[src/rtl/ballot_frontend.sv]
// Voting-booth front end: synchronised, debounced buttons feed a one-ballot-per-session FSM.
// Optional ARMED-state timeout is enabled by defining BALLOT_TIMEOUT_EN.
module ballot_frontend #(
    parameter int DEBOUNCE_CYCLES = 4,
    parameter int TIMEOUT_CYCLES  = 1000
) (
    input  logic       clk,
    input  logic       rst,
    input  logic [3:0] btn_cand,
    input  logic       btn_confirm,
    input  logic       btn_cancel,
    input  logic       session_en,
    output logic [3:0] vote_onehot,
    output logic       vote_valid,
    input  logic       vote_ready,
    output logic       busy,
    output logic       err_multi,
    output logic       timeout,
    output logic [7:0] vote_count
);

    typedef enum logic [2:0] {IDLE, SELECT, ARMED, SEND, DONE} state_t;

    localparam logic [7:0] DB_LAST = 8'(DEBOUNCE_CYCLES - 1);

    function automatic logic is_onehot(input logic [3:0] v);
        return (v != 4'd0) && ((v & (v - 4'd1)) == 4'd0);
    endfunction

    function automatic logic [7:0] sat_inc(input logic [7:0] c);
        return (c == 8'hFF) ? c : c + 8'd1;
    endfunction

    logic [5:0] raw;
    logic [5:0] sync_p0, sync_p1;
    logic [5:0] deb, deb_prev;
    logic [7:0] db_cnt [6];

    assign raw = {btn_cancel, btn_confirm, btn_cand};

    // Stage p0/p1: two-flop synchroniser, then per-input debounce counter
    always_ff @(posedge clk or posedge rst) begin
        if (rst) begin
            sync_p0  <= '0;
            sync_p1  <= '0;
            deb      <= '0;
            deb_prev <= '0;
            for (int i = 0; i < 6; i++) db_cnt[i] <= '0;
        end else begin
            sync_p0  <= raw;
            sync_p1  <= sync_p0;
            deb_prev <= deb;
            for (int i = 0; i < 6; i++) begin
                if (sync_p1[i] == deb[i]) begin
                    db_cnt[i] <= '0;
                end else if (db_cnt[i] == DB_LAST) begin
                    deb[i]    <= sync_p1[i];
                    db_cnt[i] <= '0;
                end else begin
                    db_cnt[i] <= db_cnt[i] + 8'd1;
                end
            end
        end
    end

    logic [5:0] rise;
    logic [3:0] cand;
    logic       cand_rise, confirm_rise, cancel_rise;

    assign rise         = deb & ~deb_prev;
    assign cand         = deb[3:0];
    assign cand_rise    = |rise[3:0];
    assign confirm_rise = rise[4];
    assign cancel_rise  = rise[5];

    state_t     state;
    logic [3:0] latch;

`ifdef BALLOT_TIMEOUT_EN
    localparam logic [15:0] TMO_LAST = 16'(TIMEOUT_CYCLES - 1);
    logic [15:0] tmo_cnt;
    logic        tmo_pulse;
    assign timeout = tmo_pulse;
`else
    assign timeout = 1'b0;
`endif

    // Stage p2: session FSM with registered outputs
    always_ff @(posedge clk or posedge rst) begin
        if (rst) begin
            state       <= IDLE;
            latch       <= '0;
            vote_count  <= '0;
            vote_valid  <= 1'b0;
            vote_onehot <= '0;
            busy        <= 1'b0;
            err_multi   <= 1'b0;
`ifdef BALLOT_TIMEOUT_EN
            tmo_cnt     <= '0;
            tmo_pulse   <= 1'b0;
`endif
        end else begin
            err_multi <= 1'b0;
`ifdef BALLOT_TIMEOUT_EN
            tmo_pulse <= 1'b0;
`endif
            case (state)
                IDLE: begin
                    if (session_en) begin
                        state <= SELECT;
                        busy  <= 1'b1;
                    end
                end
                SELECT: begin
                    if (!session_en) begin
                        state <= IDLE;
                        busy  <= 1'b0;
                        latch <= '0;
                    end else if (cand_rise) begin
                        if (is_onehot(cand)) begin
                            latch <= cand;
                            state <= ARMED;
`ifdef BALLOT_TIMEOUT_EN
                            tmo_cnt <= '0;
`endif
                        end else begin
                            err_multi <= 1'b1;
                        end
                    end
                end
                ARMED: begin
                    if (!session_en) begin
                        state <= IDLE;
                        busy  <= 1'b0;
                        latch <= '0;
                    end else if (cancel_rise) begin
                        state <= SELECT;
                        latch <= '0;
                    end else if (confirm_rise) begin
                        state       <= SEND;
                        vote_valid  <= 1'b1;
                        vote_onehot <= latch;
                    end else if (cand_rise && is_onehot(cand)) begin
                        latch <= cand;
`ifdef BALLOT_TIMEOUT_EN
                        tmo_cnt <= '0;
`endif
                    end else begin
                        if (cand_rise) err_multi <= 1'b1;
`ifdef BALLOT_TIMEOUT_EN
                        if (tmo_cnt == TMO_LAST) begin
                            state     <= SELECT;
                            latch     <= '0;
                            tmo_pulse <= 1'b1;
                        end else begin
                            tmo_cnt <= tmo_cnt + 16'd1;
                        end
`endif
                    end
                end
                SEND: begin
                    if (vote_ready) begin
                        state       <= DONE;
                        vote_valid  <= 1'b0;
                        vote_onehot <= '0;
                        latch       <= '0;
                        vote_count  <= sat_inc(vote_count);
                    end
                end
                DONE: begin
                    if (!session_en) begin
                        state <= IDLE;
                        busy  <= 1'b0;
                    end
                end
                default: begin
                    state <= IDLE;
                    busy  <= 1'b0;
                end
            endcase
        end
    end

endmodule

[config.mk]
export PLATFORM = sky130hd
export DESIGN_NAME = ballot_frontend
export DESIGN_NICKNAME = d
export VERILOG_FILES = /design/src/rtl/ballot_frontend.sv
export SDC_FILE = /design/constraint.sdc
export NUM_CORES = 1
export LEC_CHECK = 0
export CAP_MARGIN = 20
export CORE_UTILIZATION = 50
export DETAILED_ROUTE_END_ITERATION = 8
export PLACE_DENSITY = 0.69
export RECOVER_POWER = 25
export SETUP_SLACK_MARGIN = 0.2
export SYNTH_ARGS = -nofsm -noshare
export SYNTH_HDL_FRONTEND = slang
export SYNTH_SLANG_ARGS = --single-unit
[constraint.sdc]
create_clock -name clk -period 8.97 [get_ports clk]
set_input_delay 1.794 -clock clk [delete_from_list [all_inputs] [get_ports clk]]
set_output_delay 1.794 -clock clk [all_outputs]
set_load 0.01 [all_outputs]
==> results.py, run 1 <==
metrics = {
    "run_status": {
        "outcome": "finished clean",
    },
    "die": {
        "fp-row-count": 32,
        "start_util": 0.526,
        "core_sq_um": 7890,
        "ios": 26,
        "dieWidth_um": 93.1,
        "die_h_um": 93.1,
        "die_area_sq_um": 8660,
    },
    "yosys": {
        "ys_top_cells_by_area": "dfrtp_1 57%, xor2_1 7.4%, nor2_1 4.1%, nand3_1 3.6%, xnor2_1 3.2%",
        "syn_nets": 377,
        "netlist.area_leader.share": 0.567,
        "syn-cell-area_sq_um": 4150,
        "synth_most_common_cell": "dfrtp_1",
        "post_synth_num_cell_types": 46,
        "ys.flop_type": "dfrtp_1",
        "ys_top_cells_by_count": "94 x dfrtp_1, 45 x nor2_1, 35 x xor2_1",
        "ys_seq_area_frac": 0.567,
        "synth.avg_cell_area_sq_um": 11.5,
        "synth_edf_count": 0,
        "ys_warn_count": 0,
        "synth_top_cell_by_area": "dfrtp_1",
        "ys_ff_latch": 94,
        "syn_inst": 360,
        "async_flop_share": 1.00,
    },
    "cts": {
        "clk_pin_slew_ns": 0.09,
        "cts_buffers": 9,
        "cts_resized": 0,
        "cts_htree_levels": 3,
        "cts_buffer_depth": 2,
        "cts-root-buf": "clkbuf_8",
        "insertion_delay_ns": 0.36,
        "post-cts-setup-buffer-count": 0,
        "cts_tree": "yes",
        "cts_sinks": 94,
        "ctsHoldBuffers": 0,
    },
    "sta": {
        "skew_ns": 0.00707,
        "drv_slew": 0,
        "setup_ws_ns": 5.74,
        "finalSetupTns_ns": 0,
        "finalSetupViolCount": 0,
        "fmaxAchievable_mhz": 310,
        "rsz0062_at_grt": "no",
        "max_slew.worst_pin.slew_ns": 0.729,
        "finalWorstPathRequiredPeriod_ns": 3.23,
        "finalHoldViolCount": 0,
        "slew_headroom": 0.514,
        "hold_ws_ns": 0.353,
        "fin_crit_sh": 0.360,
    },
    "cells_and_area": {
        "num_antenna_cells": 0,
        "layout-drive-gt1-share": 0.0990,
        "syn_to_final_growth_pct": 13.1,
        "nets": 406,
        "fin_cells": 496,
        "fillers": 646,
    },
    "worst_hold_path": {
        "min-delay-start": "sync_p0[0]",
        "hp-class": "reg -> reg",
        "whs_endpoint": "sync_p1[0]",
        "min_path_cells": 0,
    },
    "detailed_routing": {
        "drt.antenna.violating_nets": 0,
        "drt_iter0_markers": 113,
        "vias": 2579,
        "via_per_inst": 5.20,
        "drc": 0,
        "wire_per_inst_um": 12.7,
        "wl_mm": 6.29,
        "dr.pass1.iters": 4,
    },
    "worst_setup_path": {
        "critPathArrivalTime_ns": 3.48,
        "cp-end-kind": "flop",
        "reg2reg_slack_ns": 7.17,
        "timing.rr.start": "deb[0]",
        "reg2reg_depth": 5,
        "worst-setup-path-type": "in -> reg",
        "reg2reg_to": "latch[0]",
        "worstPathMaxFanout": 9,
        "startpoint_type": "primary input",
        "required_ns": 9.22,
    },
    "power_and_ir_drop": {
        "power.density_nw_per_um2": 273,
        "p_leak_nw": 2.16,
        "ir_drop_uv": 128,
    },
    "placement": {
        "dp_hpwl_mm": 4.37,
        "post-place-ws_ns": 5.36,
        "port_buffers": 24,
        "dp_cells": 480,
        "routabilityCongestion": 0.780,
    },
    "job": {
        "drv_cap": 0,
    },
    "global_route": {
        "overflow": 0,
        "grt_pass1_wl_mm": 11.5,
        "grt_pass1_vias": 2566,
        "antenna_found_initial": 0,
        "grt_start_max_net_pins": 62,
        "grtUsageTotal": 0.172,
    },
}
-- worst max-delay path by stage --
| stage | startpoint | endpoint | slack, ns |
|---|---|---|---|
| floorplan | rst | busy | 4.73 |
| global placement | session_en | state[0] | 5.38 |
| detailed placement | session_en | state[0] | 5.36 |
| CTS | session_en | state[0] | 5.75 |
| global route | session_en | vote_onehot[2] | 5.66 |
| finish | session_en | state[0] | 5.74 |
-- report_power, final --
| group | total [W] | switching [W] | internal (W) |
|---|---|---|---|
| clock network | 0.000307 | 0.000148 | 0.000159 |
| registers | 0.000613 | 0.000101 | 0.000512 |
| logic | 0.000360 | 0.000183 | 0.000178 |
-- sequential cells by signal, indices dropped and copies added, names as in the netlist, 3 cells and up --
signal	count
vote_onehot	4
vote_count	8
state	3
sync_p0	6
latch	4
db_cnt	48
deb_prev	6
sync_p1	6
deb	6
-- per-layer routing --
metal / part of all wire / track usage
met1: 0.48 / 0.226
met2: 0.48 / 0.270
met3: 0.028 / 0.0350
met4: 0.019 / 0.0897
met5: 0 / 0
-- cell type report --
cell class                 instances  area [sq um]  area share
clock buffer                      10           128      0.0272
clock inverter                     6          93.8      0.0200
inverter                          11          42.5     0.00907
multi-input combinational        248          1700       0.362
sequential                        94          2350       0.502
tap                              102           128      0.0272
timing repair buffer              25           248      0.0528
-- metrics by stage --
| step | power, W | instance area (sq um) | utilization |
|---|---|---|---|
| floorplan | 0.000892 | 4150 | - |
| global placement | 0.000978 | 4470 | 0.566 |
| detailed placement | 0.000987 | 4470 | 0.566 |
| CTS | 0.00130 | 4690 | 0.594 |
| global route | 0.00137 | 4690 | 0.594 |
| finish | 0.00128 | 4690 | 0.594 |
-- cells in the final DEF (no fill, tap or decap), types with 2 or more instances in the layout --
cell | synthesis | layout
o21ai_0 | 4 | 4
xnor2_1 | 15 | 15
bufinv_16 | 0 | 2
clkbuf_8 | 0 | 9
ha_1 | 7 | 7
inv_6 | 0 | 2
nor4_1 | 2 | 2
nor3_1 | 6 | 6
clkdlybuf4s50_1 | 0 | 24
nor4b_1 | 6 | 6
a21oi_1 | 4 | 4
inv_1 | 11 | 10
nor2b_1 | 4 | 4
and2_0 | 0 | 3
and3_1 | 19 | 19
o21ai_1 | 4 | 4
nand3_1 | 30 | 30
xor2_1 | 35 | 35
nand2_1 | 29 | 29
mux2_2 | 7 | 7
nor2_1 | 45 | 45
dfrtp_1 | 94 | 94
mux2i_1 | 4 | 4
-- cell families after synthesis --
family / synth area share
DFF: 0.567
and+or+nand+nor: 0.192
xor gates and xnor gates: 0.106
other: 0.000905
AOI/OAI and AO/OA: 0.0607
muxes: 0.0287
buffers and inverters: 0.0232
adders and majority gates: 0.0211
-- worst max-delay path: stages --
cell             delay (ns)
clkdlybuf4s50_1        0.68
nand3b_4               0.10
a211o_4                0.36
o221a_4                0.31
o221a_1                0.24
(Power assumes the default switching activity.)
==> inputs of run 2 (changes only) <==
Settings changed: PLACE_DENSITY 0.69 to 0.72.
Clock period 8.97 ns to 2.72 ns, I/O delays scaled along.
==> results.py, run 2 (synthesis results as in run 1) <==
metrics = {
    "run_status": {
        "outcome": "finished clean",
    },
    "global_route": {
        "grt_pass1_wl_mm": 11.7,
        "grt_pass1_vias": 2620,
        "grtUsageTotal": 0.175,
        "grt_start_max_net_pins": 34,
        "antenna_found_initial": 0,
        "overflow": 0,
    },
    "cts": {
        "cts_buffers": 9,
        "cts_sinks": 94,
        "cts-root-buf": "clkbuf_8",
        "cts_resized": 0,
        "ctsHoldBuffers": 0,
        "insertion_delay_ns": 0.36,
        "cts_buffer_depth": 2,
        "cts_htree_levels": 3,
        "cts_tree": "yes",
        "clk_pin_slew_ns": 0.09,
        "post-cts-setup-buffer-count": 0,
    },
    "worst_setup_path": {
        "max_stage_delay_ns": 0.68,
        "startpoint_type": "primary input",
        "reg2reg_depth": 5,
        "critPathArrivalTime_ns": 2.24,
        "path_cells": "clkdlybuf4s50_1 > nand3b_4 > a211o_4 > o221a_4 > o221a_1",
        "worst-setup-path-type": "in -> reg",
        "reg2reg_slack_ns": 0.93,
        "worstPathMaxFanout": 9,
        "cp-end-kind": "flop",
        "reg2reg_to": "latch[2]",
        "required_ns": 2.97,
        "critical-path-slowest-cell": "clkdlybuf4s50_1",
        "timing.rr.start": "deb[1]",
    },
    "power_and_ir_drop": {
        "p_total_w": 0.00406,
        "ir_drop_uv": 531,
        "p_leak_nw": 2.16,
        "power.density_nw_per_um2": 870,
    },
    "sta": {
        "finalHoldViolCount": 0,
        "fmaxAchievable_mhz": 504,
        "max_slew.worst_pin.slew_ns": 1.25,
        "rsz0062_at_grt": "no",
        "fin_crit_sh": 0.730,
        "skew_ns": 0.00654,
        "setup_ws_ns": 0.735,
        "finalSetupViolCount": 0,
        "hold_ws_ns": 0.351,
        "slew_headroom": 0.159,
        "finalWorstPathRequiredPeriod_ns": 1.99,
        "drv_slew": 0,
        "finalSetupTns_ns": 0,
    },
    "die": {
        "core_sq_um": 7890,
        "die_h_um": 93.1,
        "die_area_sq_um": 8660,
        "start_util": 0.526,
        "ios": 26,
        "dieWidth_um": 93.1,
        "fp-row-count": 32,
    },
    "worst_hold_path": {
        "whs_endpoint": "sync_p1[1]",
        "min_path_cells": 0,
        "hp-class": "reg -> reg",
        "min-delay-start": "sync_p0[1]",
    },
    "placement": {
        "port_buffers": 24,
        "routabilityCongestion": 0.808,
        "dp_cells": 482,
        "dp_hpwl_mm": 4.67,
        "post-place-ws_ns": 0.358,
    },
    "detailed_routing": {
        "dr.pass1.iters": 4,
        "via_per_inst": 5.20,
        "drt_iter0_markers": 116,
        "wl_mm": 6.58,
        "drt.antenna.violating_nets": 0,
        "vias": 2590,
        "wire_per_inst_um": 13.2,
        "drc": 0,
    },
    "cells_and_area": {
        "fin_cells": 498,
        "nets": 408,
        "layout_commonest_cell": "dfrtp_1",
        "syn_to_final_growth_pct": 12.6,
        "regMostFlops": "db_cnt",
        "layout-drive-gt1-share": 0.106,
        "final_cell_mix": "94 x dfrtp_1, 45 x nor2_1, 35 x xor2_1",
        "largest_register_ffs": 48,
        "num_antenna_cells": 0,
        "reg.largest.list": "db_cnt: 48 flops, vote_count: 8 flops",
    },
    "job": {
        "drv_cap": 0,
    },
}
==> run 2: per-stage QoR <==
step	util	instance area, sq um
floorplan	-	4150
finish	0.592	4670
global route	0.592	4670
CTS	0.592	4670
detailed placement	0.570	4500
global placement	0.570	4500
==> run 2: where the power goes <==
part / switching, W / internal [W]
Sequential: 0.000347 / 0.00169
Clock: 0.000474 / 0.000354
Combinational: 0.000611 / 0.000587
Total: 0.00143 / 0.00263
==> run 2: critical path, delay by kind of cell <==
| family | cells | cell delay, ns |
|---|---|---|
| AOI/OAI and AO/OA | 3 | 0.90 |
| buffers and inverters | 1 | 0.68 |
| and+or+nand+nor | 1 | 0.10 |
==> run 2: worst max-delay path by stage <==
stage	startpoint	endpoint
floorplan	session_en	state[0]
CTS	session_en	state[0]
global placement	session_en	state[0]
global route	session_en	vote_onehot[3]
detailed placement	session_en	state[0]
finish	session_en	state[0]
==> run 2: final cells by class <==
| cell class | count | area, sq um |
|---|---|---|
| well taps | 102 | 128 |
| flip-flops and latches | 94 | 2350 |
| repair buffers | 27 | 275 |
| clock buffers | 10 | 138 |
| multi-input cells | 248 | 1700 |
| inverters | 11 | 42.5 |
| clock inverters | 6 | 36.3 |
| fillers | 646 | 3220 |
==> run 2: metal layers <==
metal | wire (um) | up-vias | GRT usage
met3 | 250 | 12 | 0.0593
li1 | - | 1277 | -
met4 | 141 | 0 | 0.0731
met5 | 0 | - | 0
met2 | 3100 | 32 | 0.277
met1 | 3090 | 1269 | 0.219
==> inputs of run 3 (changes only) <==
Clock period 2.72 ns to 1.6 ns, I/O delays scaled along.
==> results.py, run 3 (synthesis results as in run 1) <==
metrics = {
    "run_status": {
        "outcome": "finished with violations",
        "violations": "setup timing",
    },
    "detailed_routing": {
        "wl_met1_mm": 3.59,
        "via_per_inst": 5.21,
        "wire_per_inst_um": 14.4,
        "wl_met2_mm": 3.90,
        "vias": 2856,
        "wl_met3_um": 325,
        "dr.pass1.iters": 4,
        "routed.top_layer": "met4",
        "drt_iter0_markers": 137,
        "wl_mm": 7.91,
        "drc": 0,
        "drt.antenna.violating_nets": 0,
    },
    "placement": {
        "routabilityCongestion": 0.812,
        "dp_hpwl_mm": 4.75,
        "post_dp_cell_area_sq_um": 4720,
        "port_buffers": 24,
        "post-place-ws_ns": -0.367,
    },
    "cells_and_area": {
        "layout-drive-gt1-share": 0.303,
        "reg.largest.list": "db_cnt: 48 flops, vote_count: 8 flops",
        "final_cell_mix": "89 x dfrtp_1, 44 x nor2_1, 43 x buf_4",
        "post-route-util": 0.679,
        "nets": 458,
        "num_antenna_cells": 0,
        "largest_register_ffs": 48,
        "regMostFlops": "db_cnt",
        "fillers": 574,
        "design_area_sq_um": 5360,
        "layout_commonest_cell": "dfrtp_1",
        "syn_to_final_growth_pct": 29.3,
    },
    "sta": {
        "rsz0062_at_grt": "yes",
        "finalWorstPathRequiredPeriod_ns": 1.74,
        "fin_crit_sh": 1.09,
        "finalSetupViolCount": 7,
        "drv_slew": 0,
        "setup_ws_ns": -0.138,
        "max_slew.worst_pin.slew_ns": 0.644,
        "finalHoldViolCount": 0,
        "slew_headroom": 0.571,
        "fmaxAchievable_mhz": 575,
        "skew_ns": 0.00839,
    },
    "power_and_ir_drop": {
        "swShare": 0.353,
        "p_switching_w": 0.00298,
        "pwr-share-seq": 0.409,
        "p_comb_frac": 0.403,
        "p_leak_nw": 2.50,
        "p_clk_frac": 0.188,
        "ir_drop_uv": 938,
        "p_int_w": 0.00547,
        "power.density_nw_per_um2": 1580,
    },
    "global_route": {
        "overflow": 0,
        "grt_pass1_wl_mm": 12.9,
        "grt_pass1_vias": 2765,
        "grtUsageTotal": 0.191,
        "antenna_found_initial": 0,
        "grt_start_max_net_pins": 31,
    },
    "worst_hold_path": {
        "whs_endpoint": "sync_p1[3]",
        "hp-class": "reg -> reg",
        "min-delay-start": "sync_p0[3]",
        "min_path_cells": 0,
    },
    "cts": {
        "cts_sinks": 94,
        "insertion_delay_ns": 0.36,
        "cts_htree_levels": 3,
        "cts_buffer_depth": 2,
        "cts-root-buf": "clkbuf_8",
        "cts_tree": "yes",
        "ctsHoldBuffers": 0,
        "clk_pin_slew_ns": 0.09,
        "cts_buffers": 9,
    },
    "die": {
        "die_h_um": 93.1,
        "fp-row-count": 32,
        "core_sq_um": 7890,
        "ios": 26,
        "die_area_sq_um": 8660,
        "dieWidth_um": 93.1,
        "start_util": 0.526,
    },
    "worst_setup_path": {
        "path_cells": "xor2_2 > a211oi_4 > buf_6 > nor3_4 > o211ai_4 > mux2i_1",
        "timing.rr.start": "deb[0]",
        "required_ns": 1.88,
        "reg2reg_depth": 6,
        "cp_top_family": "compound AO/OA/AOI/OAI gates",
        "worstPathMaxFanout": 5,
        "worstPathBufferInverterCount": 1,
        "cp-end-kind": "flop",
        "reg2reg_to": "latch[2]",
        "max_stage_delay_ns": 0.49,
        "startpoint_type": "flop",
        "critPathArrivalTime_ns": 2.02,
        "critical-path-slowest-cell": "dfrtp_2",
        "worst-setup-path-type": "reg -> reg",
        "reg2reg_slack_ns": -0.14,
    },
    "job": {
        "drv_cap": 0,
    },
}
[run 3: cell types whose count changed in the layout (fill, tap and decap cells not counted), moves of 6 or more]
cell | before | now
clkdlybuf4s15_1 | 0 | 8
buf_4 | 2 | 43
ha_1 | 7 | 0
nor4b_1 | 6 | 0
nand2_1 | 29 | 20
buf_6 | 0 | 6
nand2_2 | 0 | 8
clkdlybuf4s50_1 | 17 | 1
[run 3: per-stage QoR]
step           total power, W  hold WS, ns  setup TNS [ns]  cells
2_1_floorplan         0.00508        0.331               0    360
3_3_place_gp          0.00589        0.333           -3.91    504
3_5_place_dp          0.00596        0.336           -4.60    504
4_1_cts               0.00786        0.255          -0.389    537
5_1_grt               0.00895        0.354           -1.27    548
6_report              0.00845        0.347          -0.696    548
[run 3: how the worst max path moves through the flow]
stage | from | to | slack, ns | cells past startpoint
6_report | deb[0] | latch[2] | -0.14 | 6
5_1_grt | deb[0] | latch[0] | -0.22 | 6
4_1_cts | deb[2] | latch[2] | -0.10 | 6
3_5_place_dp | session_en | state[0] | -0.37 | 5
3_3_place_gp | session_en | state[0] | -0.33 | 5
2_1_floorplan | vote_count[0] | vote_count[7] | 0.006 | 6
[run 3: timing repair]
| action | 4_1_cts | 5_1_grt |
|---|---|---|
| gates cloned | 1 | 0 |
| hold endpoints to repair | 0 | 0 |
| setup endpoints to repair | 75 | 72 |
| pin swaps | 17 | 23 |
| buffers inserted | 16 | 11 |
| gates resized for setup | 58 | 31 |
[run 3: power by group through the flow]
stage / clock network (W) / registers (W) / logic, W
after CTS: 0.00163 / 0.00337 / 0.00286
after floorplan: 0 / 0.00332 / 0.00176
final: 0.00159 / 0.00346 / 0.00341
after global routing: 0.00174 / 0.00353 / 0.00369
after detailed placement: 0 / 0.00343 / 0.00252
after global placement: 0 / 0.00342 / 0.00246
[run 3: final cells by class]
| type | instances | area [sq um] | share of cell area |
|---|---|---|---|
| Sequential cell | 94 | 2360 | 0.440 |
| Multi-Input combinational cell | 249 | 1980 | 0.369 |
| Timing Repair Buffer | 76 | 654 | 0.122 |
| Clock buffer | 11 | 141 | 0.0264 |
| Tap cell | 102 | 128 | 0.0238 |
| Clock inverter | 5 | 58.8 | 0.0110 |
| Inverter | 11 | 42.5 | 0.00794 |
[run 3: routing by layer]
metal / vias to the layer above / track usage
li1: 1383 / -
met1: 1428 / 0.255
met2: 37 / 0.299
met3: 8 / 0.0561
met4: 0 / 0.0654
met5: - / 0
